### src/rtl/bpm_beat_synth.sv
// bpm_beat_synth: periodic energy-spike stream generator.
// A tempo in BPM is turned into a beat period (in clocks) by a 32-step
// restoring divider; a phase counter then emits a spike burst of
// SPIKE_SAMPLES samples at spike_amp on every beat, base_amp otherwise.
module bpm_beat_synth #(
    parameter int SAMPLE_WIDTH  = 16,
    parameter int CLOCK_FREQ    = 50_000_000,
    parameter int BPM_WIDTH     = 16,
    parameter int SAMPLE_DIV    = 1,
    parameter int SPIKE_SAMPLES = 5,
    parameter int MIN_BPM       = 40,
    parameter int MAX_BPM       = 200
) (
    input  logic                    clk,
    input  logic                    reset,
    input  logic                    enable,
    input  logic [BPM_WIDTH-1:0]    bpm_target,
    input  logic                    bpm_load,
    input  logic [SAMPLE_WIDTH-1:0] spike_amp,
    input  logic [SAMPLE_WIDTH-1:0] base_amp,
    output logic [SAMPLE_WIDTH-1:0] signal_rms,
    output logic                    signal_rms_valid,
    output logic                    beat_out,
    output logic                    busy,
    output logic                    bpm_reject,
    output logic [BPM_WIDTH-1:0]    bpm_active
);

    localparam int TICK_W = (SAMPLE_DIV > 1) ? $clog2(SAMPLE_DIV) : 1;
    localparam int SPK_W  = $clog2(SPIKE_SAMPLES + 1);
    localparam logic [31:0]          DIVIDEND   = 32'(64'(CLOCK_FREQ) * 64'd60);
    localparam logic [BPM_WIDTH-1:0] MIN_B      = BPM_WIDTH'(MIN_BPM);
    localparam logic [BPM_WIDTH-1:0] MAX_B      = BPM_WIDTH'(MAX_BPM);
    localparam logic [TICK_W-1:0]    TICK_FIRST = TICK_W'((SAMPLE_DIV > 1) ? 1 : 0);
    localparam logic [TICK_W-1:0]    TICK_LAST  = TICK_W'(SAMPLE_DIV - 1);
    localparam logic [SPK_W-1:0]     SPK_RELOAD = SPK_W'(SPIKE_SAMPLES - 1);

    typedef enum logic {D_IDLE, D_DIV} div_state_t;
    typedef enum logic {R_NOPERIOD, R_RUN} run_state_t;

    div_state_t              div_st_q, div_st_d;
    run_state_t              run_st_q, run_st_d;
    logic [31:0]             dvs_q, dvs_d, rem_q, rem_d, quo_q, quo_d;
    logic [4:0]              cnt_q, cnt_d;
    logic [BPM_WIDTH-1:0]    div_bpm_q, div_bpm_d;
    logic [31:0]             period_q, period_d, pend_q, pend_d;
    logic [BPM_WIDTH-1:0]    pend_bpm_q, pend_bpm_d, bpm_active_q, bpm_active_d;
    logic                    pend_vld_q, pend_vld_d;
    logic [31:0]             phase_q, phase_d;
    logic [SPK_W-1:0]        spike_q, spike_d;
    logic [TICK_W-1:0]       tick_q, tick_d;
    logic [SAMPLE_WIDTH-1:0] rms_q, rms_d;
    logic                    vld_q, vld_d, beat_q, beat_d, reject_q, reject_d;
    logic                    in_range, div_done, beat, tick, wrap;
    logic [32:0]             rem_sh;
    logic [31:0]             div_quot;

    // Load acceptance and the restoring divider, one quotient bit per cycle.
    always_comb begin
        div_st_d  = div_st_q;
        dvs_d     = dvs_q;
        rem_d     = rem_q;
        quo_d     = quo_q;
        cnt_d     = cnt_q;
        div_bpm_d = div_bpm_q;
        reject_d  = 1'b0;
        div_done  = 1'b0;
        in_range  = (bpm_target >= MIN_B) && (bpm_target <= MAX_B);
        rem_sh    = {rem_q, quo_q[31]};
        div_quot  = quo_q;
        case (div_st_q)
            D_IDLE: begin
                if (bpm_load) begin
                    if (in_range) begin
                        div_st_d  = D_DIV;
                        dvs_d     = 32'(bpm_target);
                        rem_d     = '0;
                        quo_d     = DIVIDEND;
                        cnt_d     = '0;
                        div_bpm_d = bpm_target;
                    end else begin
                        reject_d = 1'b1;
                    end
                end
            end
            default: begin
                reject_d = bpm_load;
                if (rem_sh >= {1'b0, dvs_q}) begin
                    rem_d = 32'(rem_sh - {1'b0, dvs_q});
                    quo_d = {quo_q[30:0], 1'b1};
                end else begin
                    rem_d = rem_sh[31:0];
                    quo_d = {quo_q[30:0], 1'b0};
                end
                cnt_d    = cnt_q + 5'd1;
                div_quot = quo_d;
                if (cnt_q == 5'd31) begin
                    div_st_d = D_IDLE;
                    div_done = 1'b1;
                end
            end
        endcase
    end

    // Period commit policy, phase counter, sample ticks and spike shaping.
    always_comb begin
        run_st_d     = run_st_q;
        period_d     = period_q;
        bpm_active_d = bpm_active_q;
        pend_d       = pend_q;
        pend_bpm_d   = pend_bpm_q;
        pend_vld_d   = pend_vld_q;
        phase_d      = phase_q;
        spike_d      = spike_q;
        tick_d       = tick_q;
        rms_d        = rms_q;
        vld_d        = 1'b0;
        beat_d       = 1'b0;
        beat         = 1'b0;
        tick         = 1'b0;
        wrap         = (run_st_q == R_RUN) && enable && (phase_q == period_q - 32'd1);
        case (run_st_q)
            R_NOPERIOD: begin
                if (div_done) begin
                    period_d     = div_quot;
                    bpm_active_d = div_bpm_q;
                    run_st_d     = R_RUN;
                end
            end
            default: begin
                if (div_done) begin
                    if (!enable || wrap) begin
                        period_d     = div_quot;
                        bpm_active_d = div_bpm_q;
                        pend_vld_d   = 1'b0;
                    end else begin
                        pend_d     = div_quot;
                        pend_bpm_d = div_bpm_q;
                        pend_vld_d = 1'b1;
                    end
                end else if (pend_vld_q && (!enable || wrap)) begin
                    period_d     = pend_q;
                    bpm_active_d = pend_bpm_q;
                    pend_vld_d   = 1'b0;
                end
            end
        endcase
        if (!enable) begin
            phase_d = '0;
            spike_d = '0;
            tick_d  = '0;
        end else begin
            beat = (run_st_q == R_RUN) && (phase_q == 32'd0);
            tick = beat || (tick_q == '0);
            if (run_st_q == R_RUN)
                phase_d = wrap ? 32'd0 : phase_q + 32'd1;
            if (tick)
                tick_d = TICK_FIRST;
            else if (tick_q == TICK_LAST)
                tick_d = '0;
            else
                tick_d = tick_q + TICK_W'(1);
            beat_d = beat;
            if (tick) begin
                vld_d = 1'b1;
                if (beat) begin
                    rms_d   = spike_amp;
                    spike_d = SPK_RELOAD;
                end else if (spike_q != '0) begin
                    rms_d   = spike_amp;
                    spike_d = spike_q - SPK_W'(1);
                end else begin
                    rms_d = base_amp;
                end
            end
        end
    end

    // Control and output state, cleared by reset.
    always_ff @(posedge clk) begin
        if (reset) begin
            div_st_q     <= D_IDLE;
            run_st_q     <= R_NOPERIOD;
            cnt_q        <= '0;
            pend_vld_q   <= 1'b0;
            bpm_active_q <= '0;
            phase_q      <= '0;
            spike_q      <= '0;
            tick_q       <= '0;
            rms_q        <= '0;
            vld_q        <= 1'b0;
            beat_q       <= 1'b0;
            reject_q     <= 1'b0;
        end else begin
            div_st_q     <= div_st_d;
            run_st_q     <= run_st_d;
            cnt_q        <= cnt_d;
            pend_vld_q   <= pend_vld_d;
            bpm_active_q <= bpm_active_d;
            phase_q      <= phase_d;
            spike_q      <= spike_d;
            tick_q       <= tick_d;
            rms_q        <= rms_d;
            vld_q        <= vld_d;
            beat_q       <= beat_d;
            reject_q     <= reject_d;
        end
    end

    // Datapath registers; only meaningful when qualified by the state above.
    always_ff @(posedge clk) begin
        dvs_q      <= dvs_d;
        rem_q      <= rem_d;
        quo_q      <= quo_d;
        div_bpm_q  <= div_bpm_d;
        period_q   <= period_d;
        pend_q     <= pend_d;
        pend_bpm_q <= pend_bpm_d;
    end

    assign signal_rms       = rms_q;
    assign signal_rms_valid = vld_q;
    assign beat_out         = beat_q;
    assign busy             = (div_st_q == D_DIV);
    assign bpm_reject       = reject_q;
    assign bpm_active       = bpm_active_q;

endmodule

### config.mk
export PLATFORM = sky130hd
export DESIGN_NAME = bpm_beat_synth
export DESIGN_NICKNAME = d
export VERILOG_FILES = /design/src/rtl/bpm_beat_synth.sv
export SDC_FILE = /design/constraint.sdc
export NUM_CORES = 1
export LEC_CHECK = 0
export CAP_MARGIN = 20
export CORE_UTILIZATION = 64
export DETAILED_ROUTE_END_ITERATION = 8
export PLACE_DENSITY = 0.86
export SYNTH_ARGS = -nofsm -noshare
export SYNTH_HDL_FRONTEND = slang
export SYNTH_SLANG_ARGS = --single-unit
### constraint.sdc
create_clock -name clk -period 16.9 [get_ports clk]
set_input_delay 2.535 -clock clk [delete_from_list [all_inputs] [get_ports clk]]
set_output_delay 2.535 -clock clk [all_outputs]
set_load 0.02 [all_outputs]
# After elaboration in Yosys (flattened, before gate mapping)
# Index checks and enable logic that the tools add are counted.
# word_totals
reg_bits	239
in_bits	52
output_inout_bits	36
wordCells	100
# op_classes
n_addsub	6
magnitude_cmp	3
n_eq_ne	3
n_mux	42
bitwise	4
reduce_logical	24
# op_table
op	count
$mux 32	14
$mux 16	7
$ge 33x16->1	1
$add 32x1->32 const B	1
$eq 32x32->1	1
$logic_not 32->1	1
$sub 32x1->32 const B	1
$sub 32x16->32	1
$ge 16x6->1 const B	1
$le 16x8->1 const B	1
$mux 1	16
$mux 5	3
$reduce_bool 2->1	5
$reduce_and 3->1	3
$reduce_and 2->1	4
$mux 3	2
$add 5x1->5 const B	1
$eq 5x5->1 const B	1
$logic_and 1x1->1	5
$not 1->1	4
$reduce_or 4->1	1
$ne 3x2->1 const B	1
$reduce_bool 3->1	1
$sub 3x1->3 const B	1
4 further kinds	5

# Longest topological paths before layout
# Gate-level depths: netlist (run 1).
# depth
word_depth	8
depth_mapped	13
mapped_depth_nobuf	11

# Worst setup path after synthesis (run 1)
# OpenSTA, ideal clock, no wires.
# synth_path
path_kind	input port to flip-flop
startpoint	input port enable
endpoint	register pend_bpm_q[0] (enable)
setup_time_ns	0.454
arrival_time_ns	5.501
required_ns	16.446
setup_slack_ns	10.945
cell_stages	9
n_path_buf	1
cell_sequence	and2_1 > nand3_1 > a211oi_1 > nand4_1 > nor4_1 > nand3_1 > o21ai_1 > buf_2 > nor2_1
# synth_via
elab_chain_len	5
elab_cells_between_ends	6
classes_between	bitwise: 1; reduce/logical: 5
# synth_lines
element	line_no	source
from (decl)	16	input logic enable,
$logic_and 1x1->1 (2 in series)	121	wrap = (run_st_q == R_RUN) && enable && (phase_q == period_q - 32'd1);
$logic_or 1x1->1 *	132	if (!enable || wrap) begin
$not 1->1 (no source line) *	n/a	
$reduce_and 3->1 (no source line) *	n/a	
to (signal assigned)	218	pend_bpm_q <= pend_bpm_d;
to (decl)	47	logic [BPM_WIDTH-1:0] pend_bpm_q, pend_bpm_d, bpm_active_q, bpm_active_d;
# Mark *: on every way between the ends. The rest lies on a longest branch, timed or not.
# A chain may end at the register's enable or synchronous reset.

# Worst setup path in the final report (run 1)
# layout_path
startpoint	input port enable
endpoint	register bpm_active_q[0] (netlist: bpm_active[0])
# layout_via
elab_chain_len	6
elab_cells_between_ends	8
classes_between	eq/ne: 1; reduce/logical: 7
# layout_lines
element	line_no	source
$logic_and 1x1->1 (2 in series)	121	
$logic_or 1x1->1 *	132, 141	
$logic_and 1x1->1	141	end else if (pend_vld_q && (!enable || wrap)) begin
$reduce_bool 2->1 (no source line)	n/a	
$reduce_and 3->1 (no source line) *	n/a	
to (signal assigned)	199	bpm_active_q <= bpm_active_d;
to (decl)	47	
# Marked as above.

==> load_flow_metrics.sql, run 1 <==
INSERT INTO impl_metrics (metric_group, metric, value, unit) VALUES
('clock_tree', 'maximum_buffer_depth_of_the_clock_tree', '3', ''),
('timing', 'worst_pin_slew', '1.06', 'ns'),
('setup_path', 'cp-start-kind', 'input port', ''),
('placement', 'gp_congestion', '0.921', ''),
('floorplan', 'dieHeight', '139', 'um'),
('finish', 'final_cell_mix', 'sky130_fd_sc_hd__edfxtp_1 (160), sky130_fd_sc_hd__nor2_1 (104), sky130_fd_sc_hd__clkdlybuf4s50_1 (86)', ''),
('synthesis', 'netlist_instances', '1099', ''),
('clock_tree', 'clock_tree_from_tritoncts', 'done', ''),
('global_routing', 'grtUsageTotal', '27.4', '%'),
('global_routing', 'grt_max_degree', '69', ''),
('clock_tree', 'cts.repair_timing.setup_buffer_count', '0', ''),
('pwr', 'int_power', '0.972', 'mW'),
('finish', 'flow.area_growth_from_synthesis', '15.4', '%'),
('finish', 'final_nets', '1241', ''),
('synthesis', 'yosys_most_used_dff', 'sky130_fd_sc_hd__edfxtp_1', ''),
('pwr', 'vdd_ir_drop_max', '0.0000687', 'V'),
('setup_path', 'worst_path_fanout_max', '16', ''),
('job', 'drv.max_cap_violation_count', '0', ''),
('global_routing', 'first_global_vias', '8478', ''),
('placement', 'placement.cell_area', '13000', 'um2'),
('pwr', 'power.share.clock', '45.9', '%'),
('synthesis', 'netlist-cell-type-count', '65', ''),
('floorplan', 'die_area', '19300', 'um2'),
('clock_tree', 'cts_buffers', '25', ''),
('synthesis', 'syn-mean-instance-area', '10.9', 'um2'),
('timing', 'timing.slew.headroom', '29.4', '%'),
('synthesis', 'netlist_top_cells_area', 'sky130_fd_sc_hd__edfxtp_1 (40%), sky130_fd_sc_hd__dfxtp_1 (13%), sky130_fd_sc_hd__mux2_2 (4.0%)', ''),
('clock_tree', 'cts_max_level', '1', ''),
('pwr', 'sequential_power_share', '51.2', '%'),
('route', 'detail_route.vias_per_cell', '6.33', ''),
('route', 'post-route-drc-count', '0', ''),
('setup_path', 'critPathMaxStageDelay', '0.70', 'ns'),
('timing', 'setup_viol', '0', ''),
('finish', 'final_core_util', '76.3', '%'),
('floorplan', 'boundary_pins', '88', ''),
('hold_path', 'hold_path.class', 'flip-flop to flip-flop', ''),
('timing', 'final_min_period_over_clock_period', '29.6', '%'),
('route', 'detail_route.wirelength', '26.4', 'mm'),
('global_routing', 'grt_first_pass_wirelength', '42.9', 'mm'),
('setup_path', 'timing.critical_path.cells', 'clkdlybuf4s50_1 -> and2_1 -> nand3_1 -> a211oi_1 -> nand4_1 -> nor4_1 -> nand3_1 -> or3_1 -> a221oi_1', ''),
('finish', 'drive_gt1_share', '10.2', '%'),
('setup_path', 'critPathBufInv', '1', ''),
('pwr', 'total_switching_power', '0.241', 'mW'),
('synthesis', 'syn-cell-area', '12000', 'um2'),
('synthesis', 'synth_edf_count', '160', ''),
('setup_path', 'kind_of_end_point_of_the_critical_path', 'flip-flop', ''),
('timing', 'finalHoldViolations', '0', ''),
('synthesis', 'synth_seq_cells', '239', ''),
('global_routing', 'grt_overflow_total', '0', ''),
('floorplan', 'initial_standard_cell_utilization_of_the_core', '66.1', '%'),
('finish', 'mostFrequentLayoutCell', 'sky130_fd_sc_hd__edfxtp_1', ''),
('placement', 'buffer_ports.inserted', '87', ''),
('floorplan', 'horiz_die_dim', '139', 'um'),
('timing', 'max_freq', '200', 'MHz'),
('setup_path', 'critical_path_arrival', '5.42', 'ns'),
('setup_path', 'worst_path_max_delay_cell', 'sky130_fd_sc_hd__or3_1', ''),
('route', 'drtPass1Iterations', '6', ''),
('timing', 'rsz0062_at_grt', 'false', ''),
('synthesis', 'post-synth-top-area-cell', 'sky130_fd_sc_hd__edfxtp_1', ''),
('status', 'result_of_the_run', 'finished clean', ''),
('finish', 'finalInstanceArea', '13900', 'um2'),
('placement', 'dp.final_hpwl', '17.7', 'mm'),
('floorplan', 'floorplan.core_area', '18200', 'um2'),
('setup_path', 'crit_path_frequent_cell', 'sky130_fd_sc_hd__nand3_1', ''),
('clock_tree', 'cts_resized', '0', ''),
('pwr', 'logic_gate_share_of_total_power', '2.9', '%'),
('synthesis', 'synth-async-reset-ratio', '0', '%'),
('clock_tree', 'clock_latency', '0.53', 'ns'),
('clock_tree', 'cts_root_buffer', 'sky130_fd_sc_hd__clkbuf_16', ''),
('route', 'ant_nets', '0', ''),
('timing', 'finalMaxSlewViolations', '0', '');
-- flip-flops by register name, indices dropped and copies added, names as in the netlist, 3 cells and up --
register / flops
period_q: 32
cnt_q: 5
pend_bpm_q: 16
rem_q: 32
phase_q: 32
div_bpm_q: 16
pend_q: 32
spike_q: 3
quo_q: 32
bpm_active: 16
signal_rms: 16
-- final cells by class --
| type | count | area (um2) | area share, % |
|---|---|---|---|
| Sequential cell | 239 | 6390 | 46.0 |
| Multi-Input combinational cell | 758 | 5260 | 37.9 |
| Timing Repair Buffer | 99 | 967 | 6.97 |
| Clock buffer | 30 | 644 | 4.64 |
| Tap cell | 229 | 287 | 2.06 |
| Clock inverter | 16 | 185 | 1.33 |
| Inverter | 42 | 158 | 1.14 |
-- cell usage after synthesis, types with 6 or more instances --
cell type                    n
sky130_fd_sc_hd__edfxtp_1  160
sky130_fd_sc_hd__nor2_1    107
sky130_fd_sc_hd__dfxtp_1    79
sky130_fd_sc_hd__nor3_1     59
sky130_fd_sc_hd__xnor2_1    48
sky130_fd_sc_hd__clkbuf_1   47
sky130_fd_sc_hd__nand2_1    44
sky130_fd_sc_hd__mux2_2     43
sky130_fd_sc_hd__inv_1      42
sky130_fd_sc_hd__xor2_1     38
sky130_fd_sc_hd__a21oi_1    32
sky130_fd_sc_hd__mux2i_1    29
sky130_fd_sc_hd__nand3_1    27
sky130_fd_sc_hd__a21o_1     25
sky130_fd_sc_hd__and2_1     25
sky130_fd_sc_hd__nand2b_1   25
sky130_fd_sc_hd__ha_1       23
sky130_fd_sc_hd__a211oi_1   22
sky130_fd_sc_hd__nor4_1     22
sky130_fd_sc_hd__o22ai_1    18
sky130_fd_sc_hd__o21ai_0    16
sky130_fd_sc_hd__nand4_1    15
sky130_fd_sc_hd__or4_1      12
sky130_fd_sc_hd__a221oi_2   10
sky130_fd_sc_hd__and3_1     10
sky130_fd_sc_hd__or3_1      10
sky130_fd_sc_hd__o31ai_1     9
sky130_fd_sc_hd__buf_1       7
sky130_fd_sc_hd__a221oi_1    6
sky130_fd_sc_hd__a31oi_1     6
sky130_fd_sc_hd__nor4b_1     6
-- final timing paths --
kind	start	end	slack, ns	depth (start not counted)
min	spike_q[1]	spike_q[1]	0.49	2
max	enable	bpm_active[0]	11.90	9
min reg2reg	spike_q[1]	spike_q[1]	0.49	2
max reg2reg	period_q[5]	pend_q[10]	12.53	10
-- cells by family (layout without fill, tap and decap cells) --
logic type | Yosys count | count (layout) | share of synthesized area, %
and+or+nand+nor | 389 | 389 | 16.9
DFF | 239 | 239 | 53.1
AOI/OAI and AO/OA | 186 | 186 | 11.4
buffers and inverters | 102 | 187 | 3.35
xor gates and xnor gates | 86 | 86 | 6.26
muxes | 72 | 72 | 6.44
adders and majority gates | 24 | 24 | 2.56
other | 1 | 1 | 0.0312
-- stage by stage --
stage | instances | worst slack (ns) | hold slack [ns]
2_1_floorplan | 1099 | 10.95 | 0.450
3_3_place_gp | 1365 | 11.48 | 0.470
3_5_place_dp | 1365 | 11.39 | 0.480
4_1_cts | 1411 | 11.90 | 0.494
5_1_grt | 1413 | 11.61 | 0.526
6_report | 1413 | 11.90 | 0.488
-- tightest hold or removal path, delay by kind of cell, from the launching register on --
kind	cells	cell delay, ns
AOI/OAI and AO/OA	1	0.06
DFF	1	0.32
and+or+nand+nor	1	0.07
-- routing by layer --
layer,global-route usage [%],part of all wire (%)
met1,38.4,44
met2,43.8,46
met3,5.42,7.5
met4,7.25,2.2
met5,0,0
-- power groups by stage --
stage | Combinational [mW] | Clock (mW) | Sequential (mW)
final | 0.0347 | 0.557 | 0.622
after global routing | 0.0375 | 0.583 | 0.622
after CTS | 0.0344 | 0.562 | 0.622
after detailed placement | 0.0343 | 0 | 0.634
after global placement | 0.0337 | 0 | 0.634
after floorplan | 0.00972 | 0 | 0.637
Note: power is estimated with default switching activity, not from simulation.
==> inputs of run 2 (changes only) <==
--- a/config.mk
+++ b/config.mk
@@ -6,9 +6,9 @@
 export NUM_CORES = 1
 export LEC_CHECK = 0
 export CAP_MARGIN = 20
-export CORE_UTILIZATION = 64
+export CORE_UTILIZATION = 53
 export DETAILED_ROUTE_END_ITERATION = 8
-export PLACE_DENSITY = 0.86
+export PLACE_DENSITY = 0.76
 export SYNTH_ARGS = -nofsm -noshare
 export SYNTH_HDL_FRONTEND = slang
 export SYNTH_SLANG_ARGS = --single-unit
==> constraint.sdc (replaced) <==
create_clock -name clk -period 4.14 [get_ports clk]
set_input_delay 0.621 -clock clk [delete_from_list [all_inputs] [get_ports clk]]
set_output_delay 0.621 -clock clk [all_outputs]
set_load 0.02 [all_outputs]
==> load_flow_metrics.sql, run 2 (same netlist as run 1, synthesis figures left out) <==
INSERT INTO impl_metrics (metric_group, metric, value, unit) VALUES
('finish', 'final_nets', '1251', ''),
('clock_tree', 'clock_tree_from_tritoncts', 'done', ''),
('clock_tree', 'numClockSinks', '239', ''),
('global_routing', 'grt_max_degree', '59', ''),
('setup_path', 'critical_path_arrival', '4.23', 'ns'),
('global_routing', 'grt_antenna_before_repair', '0', ''),
('clock_tree', 'cts_max_level', '1', ''),
('timing', 'max_freq', '263', 'MHz'),
('floorplan', 'dieHeight', '153', 'um'),
('global_routing', 'grt_overflow_total', '0', ''),
('timing', 'rsz0062_at_grt', 'false', ''),
('timing', 'timing.slew.headroom', '45.5', '%'),
('timing', 'totalNegativeSetupSlack', '0', 'ns'),
('route', 'drt-wirelength-per-cell', '17.9', 'um'),
('clock_tree', 'cts_resized', '0', ''),
('finish', 'final_core_util', '64.0', '%'),
('finish', 'final_cell_mix', 'sky130_fd_sc_hd__edfxtp_1 (160), sky130_fd_sc_hd__nor2_1 (104), sky130_fd_sc_hd__clkdlybuf4s50_1 (86)', ''),
('finish', 'multi_input_comb_area', '5290', 'um2'),
('route', 'met3RoutedLength', '1.61', 'mm'),
('finish', 'final-seq-area', '6390', 'um2'),
('hold_path', 'hold_path.class', 'flip-flop to flip-flop', ''),
('setup_path', 'regToRegSetupSlack', '0.34', 'ns'),
('route', 'wirelength_met1', '12.4', 'mm'),
('finish', 'mostFrequentLayoutCell', 'sky130_fd_sc_hd__edfxtp_1', ''),
('setup_path', 'critical_path_data_required_time', '4.57', 'ns'),
('timing', 'worst_pin_slew', '0.817', 'ns'),
('timing', 'final_min_period_over_clock_period', '91.9', '%'),
('floorplan', 'boundary_pins', '88', ''),
('clock_tree', 'maximum_buffer_depth_of_the_clock_tree', '3', ''),
('finish', 'drive_gt1_share', '11.4', '%'),
('clock_tree', 'cts-hold-fix-buffers', '0', ''),
('placement', 'dp.final_hpwl', '17.9', 'mm'),
('global_routing', 'grt_first_pass_wirelength', '42.8', 'mm'),
('floorplan', 'horiz_die_dim', '153', 'um'),
('clock_tree', 'clock_latency', '0.53', 'ns'),
('pwr', 'power.leakage', '4.95', 'nW'),
('timing', 'setup_viol', '0', ''),
('route', 'post-route-drc-count', '0', ''),
('route', 'detail_route.wirelength', '26.3', 'mm'),
('floorplan', 'floorplan.core_area', '22000', 'um2'),
('setup_path', 'worst_path_fanout_max', '16', ''),
('route', 'route.met2.wl', '11.7', 'mm'),
('pwr', 'power_per_cell_area', '357', 'nW/um2'),
('setup_path', 'path_class', 'flip-flop to flip-flop', ''),
('clock_tree', 'cts_root_buffer', 'sky130_fd_sc_hd__clkbuf_16', ''),
('setup_path', 'cp-start-kind', 'flip-flop', ''),
('route', 'route.vias.total', '8791', ''),
('timing', 'fin_crit', '3.80', 'ns'),
('global_routing', 'grtUsageTotal', '22.5', '%'),
('setup_path', 'kind_of_end_point_of_the_critical_path', 'flip-flop', ''),
('status', 'result_of_the_run', 'finished clean', ''),
('timing', 'finalHoldViolations', '0', ''),
('placement', 'gp_congestion', '0.897', ''),
('timing', 'finalMaxSlewViolations', '0', ''),
('floorplan', 'die_area', '23300', 'um2'),
('route', 'detail_route.vias_per_cell', '5.96', ''),
('clock_tree', 'cts_buffers', '26', ''),
('finish', 'insertedDiodeCount', '0', ''),
('clock_tree', 'clk_pin_slew_worst_paths', '0.06', 'ns'),
('global_routing', 'first_global_vias', '8272', ''),
('finish', 'flow.area_growth_from_synthesis', '17.3', '%'),
('route', 'drtPass1Iterations', '5', ''),
('timing', 'fin_skew', '0.00684', 'ns'),
('route', 'dr.first_iter.drc_count', '657', ''),
('pwr', 'vdd_ir_drop_max', '0.000270', 'V'),
('placement', 'buffer_ports.inserted', '87', ''),
('job', 'drv.max_cap_violation_count', '0', ''),
('route', 'ant_nets', '0', ''),
('floorplan', 'number_of_placement_rows', '54', ''),
('clock_tree', 'cts.repair_timing.setup_buffer_count', '0', ''),
('finish', 'nFillCells', '1733', ''),
('floorplan', 'initial_standard_cell_utilization_of_the_core', '54.6', '%'),
('route', 'route.top_layer_used', 'met4', '');
[run 2: changes by cell type in the layout (fill, tap and decap cells not counted), moves of 2 or more]
cell                         change
sky130_fd_sc_hd__buf_4           +9
sky130_fd_sc_hd__buf_12          +2
sky130_fd_sc_hd__clkbuf_16       +2
sky130_fd_sc_hd__or4_1           -2
sky130_fd_sc_hd__clkinv_1        +2
sky130_fd_sc_hd__clkinvlp_4      +2
sky130_fd_sc_hd__or4_4           +2
sky130_fd_sc_hd__clkbuf_1        -3
sky130_fd_sc_hd__inv_6           -2
[run 2: area by class of cell]
| cell class | instances | area share [%] |
|---|---|---|
| Tap cell | 280 | 2.48 |
| Sequential cell | 239 | 45.3 |
| Clock buffer | 29 | 4.84 |
| Timing Repair Buffer | 108 | 7.43 |
| Clock inverter | 18 | 1.35 |
| Multi-Input combinational cell | 758 | 37.5 |
| Inverter | 42 | 1.12 |
[run 2: power by group]
group / total, mW / internal, mW / switching, mW
clock: 2.36 / 1.43 / 0.931
sequential: 2.54 / 2.53 / 0.00651
combinational: 0.143 / 0.0768 / 0.0660
total: 5.04 / 4.04 / 1.00
[run 2: through the flow]
stage / instances / power, mW / setup slack [ns] / area [um2] / hold WS, ns
final: 1474 / 5.04 / 0.337 / 14100 / 0.487
after global routing: 1474 / 5.17 / 0.195 / 14100 / 0.502
after CTS: 1473 / 5.07 / 0.140 / 14100 / 0.492
after detailed placement: 1426 / 2.73 / 0.154 / 13200 / 0.477
after global placement: 1426 / 2.73 / 0.236 / 13200 / 0.471
after floorplan: 1099 / 2.64 / 0.0554 / 12100 / 0.450
[run 2: worst max-delay path, cell delays in order, from the launching register on]
cell and delay, ns:
sky130_fd_sc_hd__edfxtp_1 0.48, sky130_fd_sc_hd__or4_1 0.66, sky130_fd_sc_hd__or4_4 0.62, sky130_fd_sc_hd__a2111oi_0 0.41, sky130_fd_sc_hd__o211ai_1 0.16, sky130_fd_sc_hd__a2111oi_2 0.34, sky130_fd_sc_hd__nand3_1 0.18, sky130_fd_sc_hd__or3_4 0.54
sky130_fd_sc_hd__a221oi_1 0.32
[run 2: routing by layer]
| metal | GRT usage (%) | up-vias |
|---|---|---|
| met5 | 0 | - |
| met4 | 6.40 | 0 |
| met3 | 3.44 | 43 |
| met2 | 34.6 | 268 |
| met1 | 33.0 | 4229 |
| li1 | - | 4251 |
[run 2: worst paths after layout]
kind | from | to | cells after the start
max | period_q[9] | bpm_active[2] | 8
min | div_bpm_q[15] | pend_bpm_q[15] | 0
max reg2reg | period_q[9] | bpm_active[2] | 8
min reg2reg | div_bpm_q[15] | pend_bpm_q[15] | 0
